<file path="src/rtl/grid_cursor_controller_if.sv">
// Button inputs and cursor/board outputs of grid_cursor_controller.
// The DUT side uses the slave modport; whoever drives the buttons uses master.
interface grid_cursor_controller_if #(
    parameter int unsigned COLS = 3,
    parameter int unsigned ROWS = 3
);
    localparam int unsigned N     = COLS * ROWS;
    localparam int unsigned POS_W = (N > 1) ? $clog2(N) : 1;
    localparam int unsigned CNT_W = $clog2(N + 1);

    logic             btn_next;
    logic             btn_place;
    logic             clear;
    logic [15:0]      selected_square_startX;
    logic [15:0]      selected_square_endX;
    logic [9:0]       selected_square_startY;
    logic [9:0]       selected_square_endY;
    logic [POS_W-1:0] position;
    logic             playX;
    logic             playO;
    logic             place_reject;
    logic             turn_o;
    logic [2*N-1:0]   board;
    logic             board_full;
    logic [CNT_W-1:0] turn_count;

    modport master (
        output btn_next, btn_place, clear,
        input  selected_square_startX, selected_square_endX,
        input  selected_square_startY, selected_square_endY,
        input  position, playX, playO, place_reject, turn_o, board, board_full, turn_count
    );

    modport slave (
        input  btn_next, btn_place, clear,
        output selected_square_startX, selected_square_endX,
        output selected_square_startY, selected_square_endY,
        output position, playX, playO, place_reject, turn_o, board, board_full, turn_count
    );
endinterface

</file>
<file path="src/rtl/grid_cursor_controller.sv">
// Debounced two-button cursor/placement controller over a COLS x ROWS grid,
// with X/O turn tracking and a registered pixel rectangle for the cursor cell.
module grid_cursor_controller #(
    parameter int unsigned COLS            = 3,
    parameter int unsigned ROWS            = 3,
    parameter int unsigned SCREEN_W        = 640,
    parameter int unsigned SCREEN_H        = 480,
    parameter int unsigned DEBOUNCE_CYCLES = 4
) (
    input logic                    Clk,
    input logic                    rst,
    grid_cursor_controller_if.slave bus
);
    localparam int unsigned N      = COLS * ROWS;
    localparam int unsigned POS_W  = (N > 1) ? $clog2(N) : 1;
    localparam int unsigned CNT_W  = $clog2(N + 1);
    localparam int unsigned CELL_W = SCREEN_W / COLS;
    localparam int unsigned CELL_H = SCREEN_H / ROWS;
    localparam int unsigned DB_W   = $clog2(DEBOUNCE_CYCLES + 1);

    // Button lanes: bit 0 = next, bit 1 = place.
    logic [1:0]      raw;
    logic [1:0]      sync0_q, sync1_q, lvl_q, lvl_prev_q, ev_q;
    logic [DB_W-1:0] cnt_q [2];

    assign raw = {bus.btn_place, bus.btn_next};

    always_ff @(posedge Clk) begin
        if (!rst) begin
            sync0_q    <= '0;
            sync1_q    <= '0;
            lvl_q      <= '0;
            lvl_prev_q <= '0;
            ev_q       <= '0;
            cnt_q[0]   <= '0;
            cnt_q[1]   <= '0;
        end else begin
            sync0_q    <= raw;
            sync1_q    <= sync0_q;
            lvl_prev_q <= lvl_q;
            ev_q       <= lvl_q & ~lvl_prev_q;
            for (int b = 0; b < 2; b++) begin
                if (sync1_q[b] == lvl_q[b]) begin
                    cnt_q[b] <= '0;
                end else if (cnt_q[b] == DB_W'(DEBOUNCE_CYCLES - 1)) begin
                    lvl_q[b] <= ~lvl_q[b];
                    cnt_q[b] <= '0;
                end else begin
                    cnt_q[b] <= cnt_q[b] + DB_W'(1);
                end
            end
        end
    end

    logic [POS_W-1:0] position_q, position_d;
    logic [2*N-1:0]   board_q, board_d;
    logic             turn_q, turn_d;
    logic [CNT_W-1:0] count_q, count_d;
    logic             play_x_q, play_x_d, play_o_q, play_o_d, reject_q, reject_d;
    logic [1:0]       cur_cell;
    logic             full;

    assign full = (count_q == CNT_W'(N));

    always_comb begin
        cur_cell = 2'b00;
        for (int i = 0; i < int'(N); i++) begin
            if (position_q == POS_W'(i)) cur_cell = board_q[2*i +: 2];
        end
    end

    // Place reads the pre-move position; a same-cycle next still advances.
    always_comb begin
        position_d = position_q;
        board_d    = board_q;
        turn_d     = turn_q;
        count_d    = count_q;
        play_x_d   = 1'b0;
        play_o_d   = 1'b0;
        reject_d   = 1'b0;
        if (bus.clear) begin
            position_d = '0;
            board_d    = '0;
            turn_d     = 1'b0;
            count_d    = '0;
        end else begin
            if (ev_q[1]) begin
                if (cur_cell == 2'b00 && !full) begin
                    for (int i = 0; i < int'(N); i++) begin
                        if (position_q == POS_W'(i)) board_d[2*i +: 2] = turn_q ? 2'b10 : 2'b01;
                    end
                    play_x_d = ~turn_q;
                    play_o_d = turn_q;
                    turn_d   = ~turn_q;
                    count_d  = count_q + CNT_W'(1);
                end else begin
                    reject_d = 1'b1;
                end
            end
            if (ev_q[0]) begin
                position_d = (position_q == POS_W'(N - 1)) ? '0 : position_q + POS_W'(1);
            end
        end
    end

    logic [15:0]  start_x_q, start_x_d, end_x_q, end_x_d;
    logic [9:0]   start_y_q, start_y_d, end_y_q, end_y_d;
    int unsigned  col, row;

    // Last column/row stretches to the screen edge to absorb the remainder.
    always_comb begin
        col       = int'(position_q) % COLS;
        row       = int'(position_q) / COLS;
        start_x_d = 16'(col * CELL_W);
        end_x_d   = (col == COLS - 1) ? 16'(SCREEN_W) : 16'((col + 1) * CELL_W);
        start_y_d = 10'(row * CELL_H);
        end_y_d   = (row == ROWS - 1) ? 10'(SCREEN_H) : 10'((row + 1) * CELL_H);
    end

    always_ff @(posedge Clk) begin
        if (!rst) begin
            position_q <= '0;
            board_q    <= '0;
            turn_q     <= 1'b0;
            count_q    <= '0;
            play_x_q   <= 1'b0;
            play_o_q   <= 1'b0;
            reject_q   <= 1'b0;
            start_x_q  <= '0;
            end_x_q    <= 16'(CELL_W);
            start_y_q  <= '0;
            end_y_q    <= 10'(CELL_H);
        end else begin
            position_q <= position_d;
            board_q    <= board_d;
            turn_q     <= turn_d;
            count_q    <= count_d;
            play_x_q   <= play_x_d;
            play_o_q   <= play_o_d;
            reject_q   <= reject_d;
            start_x_q  <= start_x_d;
            end_x_q    <= end_x_d;
            start_y_q  <= start_y_d;
            end_y_q    <= end_y_d;
        end
    end

    assign bus.position               = position_q;
    assign bus.board                  = board_q;
    assign bus.turn_o                 = turn_q;
    assign bus.turn_count             = count_q;
    assign bus.board_full             = full;
    assign bus.playX                  = play_x_q;
    assign bus.playO                  = play_o_q;
    assign bus.place_reject           = reject_q;
    assign bus.selected_square_startX = start_x_q;
    assign bus.selected_square_endX   = end_x_q;
    assign bus.selected_square_startY = start_y_q;
    assign bus.selected_square_endY   = end_y_q;
endmodule

</file>
<file path="src/flat_wrapper.sv">
// flat-port wrapper written by rule: the top's interface ports become plain ports
module grid_cursor_controller_flat 
#(
    parameter int unsigned COLS            = 3,
    parameter int unsigned ROWS            = 3,
    parameter int unsigned SCREEN_W        = 640,
    parameter int unsigned SCREEN_H        = 480,
    parameter int unsigned DEBOUNCE_CYCLES = 4
)
  (Clk, rst, bus_btn_next, bus_btn_place, bus_clear, bus_selected_square_startX, bus_selected_square_endX, bus_selected_square_startY, bus_selected_square_endY, bus_position, bus_playX, bus_playO, bus_place_reject, bus_turn_o, bus_board, bus_board_full, bus_turn_count);
  grid_cursor_controller_if #(.COLS(COLS), .ROWS(ROWS)) bus_i ();
  input logic Clk;
  input logic rst;
  input wire logic [$bits(bus_i.btn_next)-1:0] bus_btn_next;
  input wire logic [$bits(bus_i.btn_place)-1:0] bus_btn_place;
  input wire logic [$bits(bus_i.clear)-1:0] bus_clear;
  output wire logic [$bits(bus_i.selected_square_startX)-1:0] bus_selected_square_startX;
  output wire logic [$bits(bus_i.selected_square_endX)-1:0] bus_selected_square_endX;
  output wire logic [$bits(bus_i.selected_square_startY)-1:0] bus_selected_square_startY;
  output wire logic [$bits(bus_i.selected_square_endY)-1:0] bus_selected_square_endY;
  output wire logic [$bits(bus_i.position)-1:0] bus_position;
  output wire logic [$bits(bus_i.playX)-1:0] bus_playX;
  output wire logic [$bits(bus_i.playO)-1:0] bus_playO;
  output wire logic [$bits(bus_i.place_reject)-1:0] bus_place_reject;
  output wire logic [$bits(bus_i.turn_o)-1:0] bus_turn_o;
  output wire logic [$bits(bus_i.board)-1:0] bus_board;
  output wire logic [$bits(bus_i.board_full)-1:0] bus_board_full;
  output wire logic [$bits(bus_i.turn_count)-1:0] bus_turn_count;
  assign bus_i.btn_next = bus_btn_next;
  assign bus_i.btn_place = bus_btn_place;
  assign bus_i.clear = bus_clear;
  assign bus_selected_square_startX = bus_i.selected_square_startX;
  assign bus_selected_square_endX = bus_i.selected_square_endX;
  assign bus_selected_square_startY = bus_i.selected_square_startY;
  assign bus_selected_square_endY = bus_i.selected_square_endY;
  assign bus_position = bus_i.position;
  assign bus_playX = bus_i.playX;
  assign bus_playO = bus_i.playO;
  assign bus_place_reject = bus_i.place_reject;
  assign bus_turn_o = bus_i.turn_o;
  assign bus_board = bus_i.board;
  assign bus_board_full = bus_i.board_full;
  assign bus_turn_count = bus_i.turn_count;
  grid_cursor_controller #(.COLS(COLS), .ROWS(ROWS), .SCREEN_W(SCREEN_W), .SCREEN_H(SCREEN_H), .DEBOUNCE_CYCLES(DEBOUNCE_CYCLES)) u_core (.Clk(Clk), .rst(rst), .bus(bus_i));
endmodule
</file>
<file path="config.mk">
export PLATFORM = sky130hd
export DESIGN_NAME = grid_cursor_controller_flat
export DESIGN_NICKNAME = d
export VERILOG_FILES = /design/src/rtl/grid_cursor_controller_if.sv /design/src/rtl/grid_cursor_controller.sv /design/src/flat_wrapper.sv
export SDC_FILE = /design/constraint.sdc
export NUM_CORES = 1
export LEC_CHECK = 0
export ABC_AREA = 1
export CAP_MARGIN = 0
export CELL_PAD_IN_SITES_DETAIL_PLACEMENT = 0
export CELL_PAD_IN_SITES_GLOBAL_PLACEMENT = 2
export CORE_MARGIN = 5
export CORE_UTILIZATION = 34
export DETAILED_ROUTE_END_ITERATION = 12
export PLACE_DENSITY_LB_ADDON = 0.1
export SLEW_MARGIN = 10
export SYNTH_ARGS = -nofsm -noshare
export SYNTH_HDL_FRONTEND = slang
export SYNTH_SLANG_ARGS = --single-unit
</file>
<file path="constraint.sdc">
create_clock -name Clk -period 9.4 [get_ports Clk]
set_input_delay 0.94 -clock Clk [delete_from_list [all_inputs] [get_ports Clk]]
set_output_delay 0.94 -clock Clk [all_outputs]
set_load 0.02 [all_outputs]
</file>
==> results of run 1 <==
[worst register-to-register path: cells and delay by family (launching register included)]
kind            cells  cell delay, ps
compound gates      5             720
xor+xnor            2             500
fa+ha+maj           8            3000
buf+inv             7             760
flops               1             560
simple gates       15            2080
[cell type report]
class | instances | area [um^2] | share of cell area, %
clock buffer | 9 | 225 | 2.49
clock inverter | 7 | 81.3 | 0.900
inverter | 201 | 757 | 8.37
multi-input combinational | 659 | 5010 | 55.5
sequential | 88 | 1820 | 20.1
tap | 285 | 357 | 3.94
timing repair buffer | 79 | 786 | 8.69
[state kept, by name, summed over array words and instances (netlist names)]
| signal | count |
|---|---|
| u_core.bus.board | 18 |
| u_core.bus.selected_square_endX | 16 |
| u_core.bus.selected_square_startX | 16 |
| u_core.cnt_q | 6 |
| u_core.bus.selected_square_endY | 5 |
| u_core.bus.selected_square_startY | 5 |
| u_core.bus.position | 4 |
| u_core.bus.turn_count | 4 |
| u_core.ev_q | 2 |
| u_core.lvl_prev_q | 2 |
| u_core.lvl_q | 2 |
| u_core.sync0_q | 2 |
| u_core.sync1_q | 2 |
| u_core.bus.place_reject | 1 |
| u_core.bus.playO | 1 |
| u_core.bus.playX | 1 |
| u_core.bus.turn_o | 1 |
[per-stage QoR]
step / utilization (%) / area (um^2) / cells
6_report: 40.3 / 9040 / 1328
5_1_grt: 40.3 / 9040 / 1328
4_1_cts: 40.3 / 9040 / 1328
3_5_place_dp: 38.9 / 8730 / 1312
3_3_place_gp: 38.9 / 8730 / 1312
2_1_floorplan: - / 7730 / 970
[routing by layer]
layer | vias up | GRT usage, % | wire (um)
met5 | - | 0 | 0
met1 | 2647 | 20.2 | 9280
li1 | 3131 | - | -
met4 | 0 | 3.48 | 238
met3 | 16 | 2.94 | 588
met2 | 89 | 22.9 | 7920
[placed cells by master, fill, tap and decap left out, types with 3 or more instances in the layout]
| cell type | netlist | layout |
|---|---|---|
| a31oi_1 | 4 | 4 |
| nor2_1 | 95 | 94 |
| nand2_2 | 18 | 18 |
| o211ai_1 | 4 | 4 |
| nor2_4 | 6 | 6 |
| a21oi_1 | 56 | 56 |
| o21bai_1 | 3 | 3 |
| xor2_1 | 22 | 22 |
| xnor2_1 | 17 | 17 |
| fa_1 | 47 | 47 |
| clkdlybuf4s50_1 | 0 | 77 |
| nor2_2 | 7 | 8 |
| nand2_1 | 131 | 131 |
| nand4_1 | 11 | 11 |
| ha_1 | 115 | 115 |
| dfxtp_1 | 82 | 82 |
| edfxtp_1 | 6 | 6 |
| nand3_1 | 39 | 39 |
| nand2_4 | 5 | 5 |
| nor3_1 | 8 | 8 |
| inv_2 | 6 | 6 |
| o21ai_0 | 27 | 27 |
| inv_1 | 194 | 194 |
| clkbuf_16 | 0 | 9 |
| conb_1 | 2 | 16 |
| nand3_4 | 6 | 6 |
[cells by family after synthesis]
logic type               synth area share [%]
AO/OA/AOI/OAI                            7.61
adder cells (fa/ha/maj)                  31.0
other                                  0.0979
flip-flops                               23.7
XOR/XNOR                                 4.96
buffers and inverters                    11.7
AND/OR/NAND/NOR                          20.9
[power breakdown]
part	internal, mW	switching, mW	leakage, nW
sequential	0.380	0.00203	0.724
clock	0.190	0.184	0.150
combinational	0.00730	0.0184	3.77
[worst paths after layout]
check / slack (ps) / end
worst max register to register: 1740 / u_core.bus.selected_square_endX[15]
worst max-delay path: 1740 / u_core.bus.selected_square_endX[15]
worst min register to register: 380 / u_core.ev_q[0]
worst min-delay path: 380 / u_core.ev_q[0]
==> impl_results.md, run 1 <==
- Clk root buf: clkbuf_16
- Syn Area/Cell: 8.03 um^2
- Via-per-instance ratio: 4.43
- GP Congestion: 0.818
- Critical Path Fanout Max: 15
- Diode count: 0
- Fin. max-slew vios: 0
- Routed Antenna Nets: 0
- Clk slew on worst S/H paths: ~80 ps
- Hold_sp: u_core.lvl_prev_q[0]
- Max Buffers Root-to-Sink: 2
- Share of layout cells above drive strength 1: 7.48%
- Chip height: 160 um
- Synthesized cell area: 0.00767 mm^2
- Count leader, synth: inv_1
- CTS Sinks: 88
- Worst IR Drop VDD: 0.104 mV
- Clock Skews: between 10 and 15 ps
- Detailed Route WL: 18000 um
- R2R cell count: 37
- Top cells by area, synth: dfxtp_1, ha_1, fa_1
- Synth cell types: 45
- Port Buffers: between 70 and 80
- Worst Tran Pin Value: 927 ps
- Pre-CTS setup slack: 1680 ps
- Setup crit start kind: flip-flop
- WS Path Type: flip-flop to flip-flop
- Synth top area share: a little over a fifth
- Tot GR Track Use: 14.4%
- Hold Path Class: flip-flop to flip-flop
- Total of max-cap violations: 0
- Register area share after synthesis: 23.7%
- Initial Util: 34.2%
- Largest net degree at the start of global routing: 32
- Post-route worst setup slack: roughly 1700 ps
- Full die area: 0.0257 mm^2
- Hold Buf Count CTS: 0
- Fill cells: roughly 2300
- Setup TNS: 0 ps
- Post-cts sizing count: 0
- Kind of cell adding the most delay to the critical path: adder cells
- Wire per inst: 13.6 um
- Status: finished, final reports clean
- GR Overflow Total: 0
- CP Buf/Inv Count: 7
- Hold Fails Final Rpt: 0
- WP data required: a little under 10000 ps
- Setup crit start: u_core.bus.position[0]
- Core Area: around 0.022 mm^2
- Pwr per Cell Area: between 80 and 90 mW/mm^2
- Critical Path Max Stage Delay: between 500 and 600 ps
- Residual DRC: 0
- Drt first pass iters: 4
- Hold path depth: 1
- Worst rel slew slack: 38.1%
- Slowest CP cell: dfxtp_1
- Tmin final: 7660 ps
- WP depth: 37
- Unrepaired setup endpoints after global routing: no
- Via count: 5883
- Die width: 160 um
- Worst-Skew Late Latency: 360 ps
- Top_reg_cell synth: dfxtp_1
- Seq cells post-synth: 88
- First-pass GRT wire length: about 30000 um
- Initial antenna violation count: 0
- Htree depth: 3
- # IOs: 88
- Fmax: 131 MHz
- Critical R2R Launch: u_core.bus.position[0]
- Vias in the first global route: approximately 5900
- Num CTS Buffers: 9
- Crit end category: flip-flop
- Nets@finish: 1205
- Cell accounting for the most synthesized area: dfxtp_1
- Commonest cells post-synth: inv_1, nand2_1, ha_1, nor2_1, dfxtp_1
- Pwr Total: 783 uW
- Area Overhead vs Synth: 17.8%
- DRT iter0 DRCs: 200
- Row count: 55
- # Post-CTS Setup Buffers: 0
- Setup violators final: 0
- Synth warnings: 0
- Hpwl dp: between 10000 and 15000 um
- CTS tree: done
- Data arrival, critical path: 7950 ps
- Final Cycle Share: 81.5%
- Post-Synthesis Cells: 956
- Ys async rst share: 0%
- EDFF count, synth: 6
- Pleak: 4.64 nW
- Hold slack: around 380 ps
Note: power is estimated with default switching activity, not from simulation.
==> run 2, diff against run 1 <==
Settings changed: CORE_UTILIZATION 34 to 31.
Clock period 9.4 ns to 6.35 ns, I/O delays scaled along.
==> run 2 against run 1 <==
Effect of this change: clock skew decreased by 6.5 ps; via count is 5.8% higher; hold slack better by 4.6 ps; core utilization grew 2.7 points; die area is 9.1% higher; combinational power increased by 55%; worst setup slack got worse by 1500 ps.
==> impl_results.md, run 2 (synthesized netlist as in run 1, its figures left out) <==
- Total of max-cap violations: 0 (unchanged)
- Setup TNS: 0 ps (unchanged)
- Port Buffers: 77 (unchanged)
- Worst rel slew slack: 38.8% (was 38.1%)
- WP data required: 6600 ps (was 9700 ps)
- # IOs: 88 (unchanged)
- Post-route worst setup slack: 275 ps (was 1740 ps)
- Residual DRC: 0 (unchanged)
- Pre-CTS setup slack: -179 ps (was 1680 ps)
- Core Area: 0.0243 mm^2 (was 0.0224 mm^2)
- Chip height: 167 um (was 160 um)
- Pwr Total: 1.17 mW (was 783 uW)
- Pwr per Cell Area: 112 mW/mm^2 (was 86.6 mW/mm^2)
- Row count: 57 (was 55)
- Fmax: 165 MHz (was 131 MHz)
- Initial antenna violation count: 0 (unchanged)
- Unrepaired setup endpoints after global routing: yes (was no)
- Clock Skews: 6.23 ps (was 12.8 ps)
- Post-Route Utilization: 43.0% (was 40.3%)
- Share of layout cells above drive strength 1: 23.4% (was 7.48%)
- Setup violators final: 0 (unchanged)
- Worst Tran Pin Value: 917 ps (was 927 ps)
- CTS tree: done (unchanged)
- Num CTS Buffers: 9 (unchanged)
- Kind of cell adding the most delay to the critical path: adder cells (unchanged)
- Diode count: 0 (unchanged)
- Via count: 6226 (was 5883)
- Tmin final: 6070 ps (was 7660 ps)
- Largest net degree at the start of global routing: 32 (unchanged)
- Hold Path Class: flip-flop to flip-flop (unchanged)
- Fill cells: 2430 (was 2305)
- CP Buf/Inv Count: 8 (was 7)
- Clk root buf: clkbuf_16 (unchanged)
- Setup crit start kind: flip-flop (unchanged)
- Initial Util: 31.6% (was 34.2%)
- GP Congestion: 0.797 (was 0.818)
- Status: finished, final reports clean (unchanged)
- Clk slew on worst S/H paths: 80 ps (about the same)
- Via-per-instance ratio: 4.26 (was 4.43)
- First-pass GRT wire length: 32800 um (was 30100 um)
- Hpwl dp: 16100 um (was 14900 um)
- Crit end category: flip-flop (unchanged)
- Die width: 167 um (was 160 um)
- Max FFs per register: 18 (unchanged)
- Nets@finish: 1299 (was 1205)
- Htree depth: 3 (unchanged)
- DRT iter0 DRCs: 172 (was 200)
- Tot GR Track Use: 14.4% (about the same)
- Hold Fails Final Rpt: 0 (unchanged)
- Drt first pass iters: 5 (was 4)
- GR Overflow Total: 0 (unchanged)
- Critical Path Fanout Max: 4 (was 15)
- WS Path Type: flip-flop to flip-flop (unchanged)
- Cell mode on critical path: ha_4
- Data arrival, critical path: 6330 ps (was 7950 ps)
- Worst-Skew Late Latency: 360 ps (about the same)
- Commonest non-fill, non-tap cell in the layout: inv_1 (unchanged)
- Commonest non-fill, non-tap cells in the layout: inv_1, nand2_1, ha_1 (unchanged)
- Vias in the first global route: 6384 (was 5942)
- Final Cycle Share: 95.7% (was 81.5%)
- Area Overhead vs Synth: 36.2% (was 17.8%)
- Fin. max-slew vios: 0 (unchanged)
- Detailed Route WL: 19800 um (was 18000 um)
- Max Buffers Root-to-Sink: 2 (unchanged)
- Wire per inst: 13.5 um (was 13.6 um)
- Slowest CP cell: fa_1 (was dfxtp_1)
- Routed Antenna Nets: 0 (unchanged)
- CTS Sinks: 88 (unchanged)
- Worst IR Drop VDD: 0.103 mV (was 0.104 mV)
- Full die area: 0.0280 mm^2 (was 0.0257 mm^2)
- Critical Path Max Stage Delay: 540 ps (was 560 ps)
- Pleak: 5.14 nW (was 4.64 nW)
## run 2: changes by cell type in the layout (fill, tap and decap cells not counted), moves of 6 or more
| cell | change |
|---|---|
| nand2_2 | +10 |
| buf_6 | +10 |
| nor2_1 | -6 |
| nand2_1 | -16 |
| nand2_4 | +6 |
| inv_1 | -15 |
| a21oi_2 | +7 |
| ha_1 | -23 |
| a21oi_1 | -8 |
| xor2_1 | -6 |
| ha_4 | +22 |
| nand3_1 | -6 |
| inv_2 | +9 |
| buf_4 | +84 |
## run 2: worst paths after layout
check	slack, ps	endpoint	start	cells past startpoint
min reg2reg	390	u_core.ev_q[0]	u_core.lvl_prev_q[0]	1
max	280	u_core.bus.selected_square_endX[15]	u_core.bus.position[2]	37
max reg2reg	280	u_core.bus.selected_square_endX[15]	u_core.bus.position[2]	37
min	390	u_core.ev_q[0]	u_core.lvl_prev_q[0]	1
## run 2: timing repair
action                     in CTS  in global routing
setup buffers                   6                 15
resized for setup               7                103
hold buffers                    0                  0
setup endpoints to repair       1                  4
hold endpoints to repair        0                  0
pin swaps                       9                 60
## run 2: area by class of cell
class / count / area, um^2 / share of cell area, %
clock inverter: 7 / 86.3 / 0.826
multi-input combinational: 659 / 5600 / 53.5
sequential: 88 / 1830 / 17.5
tap: 324 / 405 / 3.88
clock buffer: 9 / 225 / 2.15
inverter: 201 / 777 / 7.43
timing repair buffer: 173 / 1530 / 14.6
## run 2: routing by layer
metal | up-vias | global-route usage (%) | share of wire (%)
met2 | 80 | 22.9 | 44
met3 | 11 | 2.69 | 4.5
met4 | 0 | 2.75 | 0.87
li1 | 3326 | - | -
met1 | 2809 | 20.5 | 50
met5 | - | 0 | 0
## run 2: power breakdown
part           switching, mW  total (mW)  leakage [nW]  internal, mW
Combinational         0.0277      0.0398          4.26        0.0120
Clock                  0.282       0.564         0.151         0.282
Sequential           0.00289       0.564         0.727         0.561
Total                  0.312        1.17          5.14         0.856
## run 2: stage by stage
| step | cells | hold WS, ps | instance area [um^2] |
|---|---|---|---|
| 5_1_grt | 1461 | 418 | 10500 |
| 6_report | 1461 | 388 | 10500 |
| 2_1_floorplan | 970 | 368 | 7870 |
| 3_3_place_gp | 1424 | 372 | 9470 |
| 4_1_cts | 1446 | 393 | 9870 |
| 3_5_place_dp | 1424 | 380 | 9470 |
==> run 3, diff against run 2 <==
Settings changed: GPL_ROUTABILITY_DRIVEN set to 1.
==> results of run 3 <==
Same layout as run 2: the final DEF is identical, and so are final timing and power.
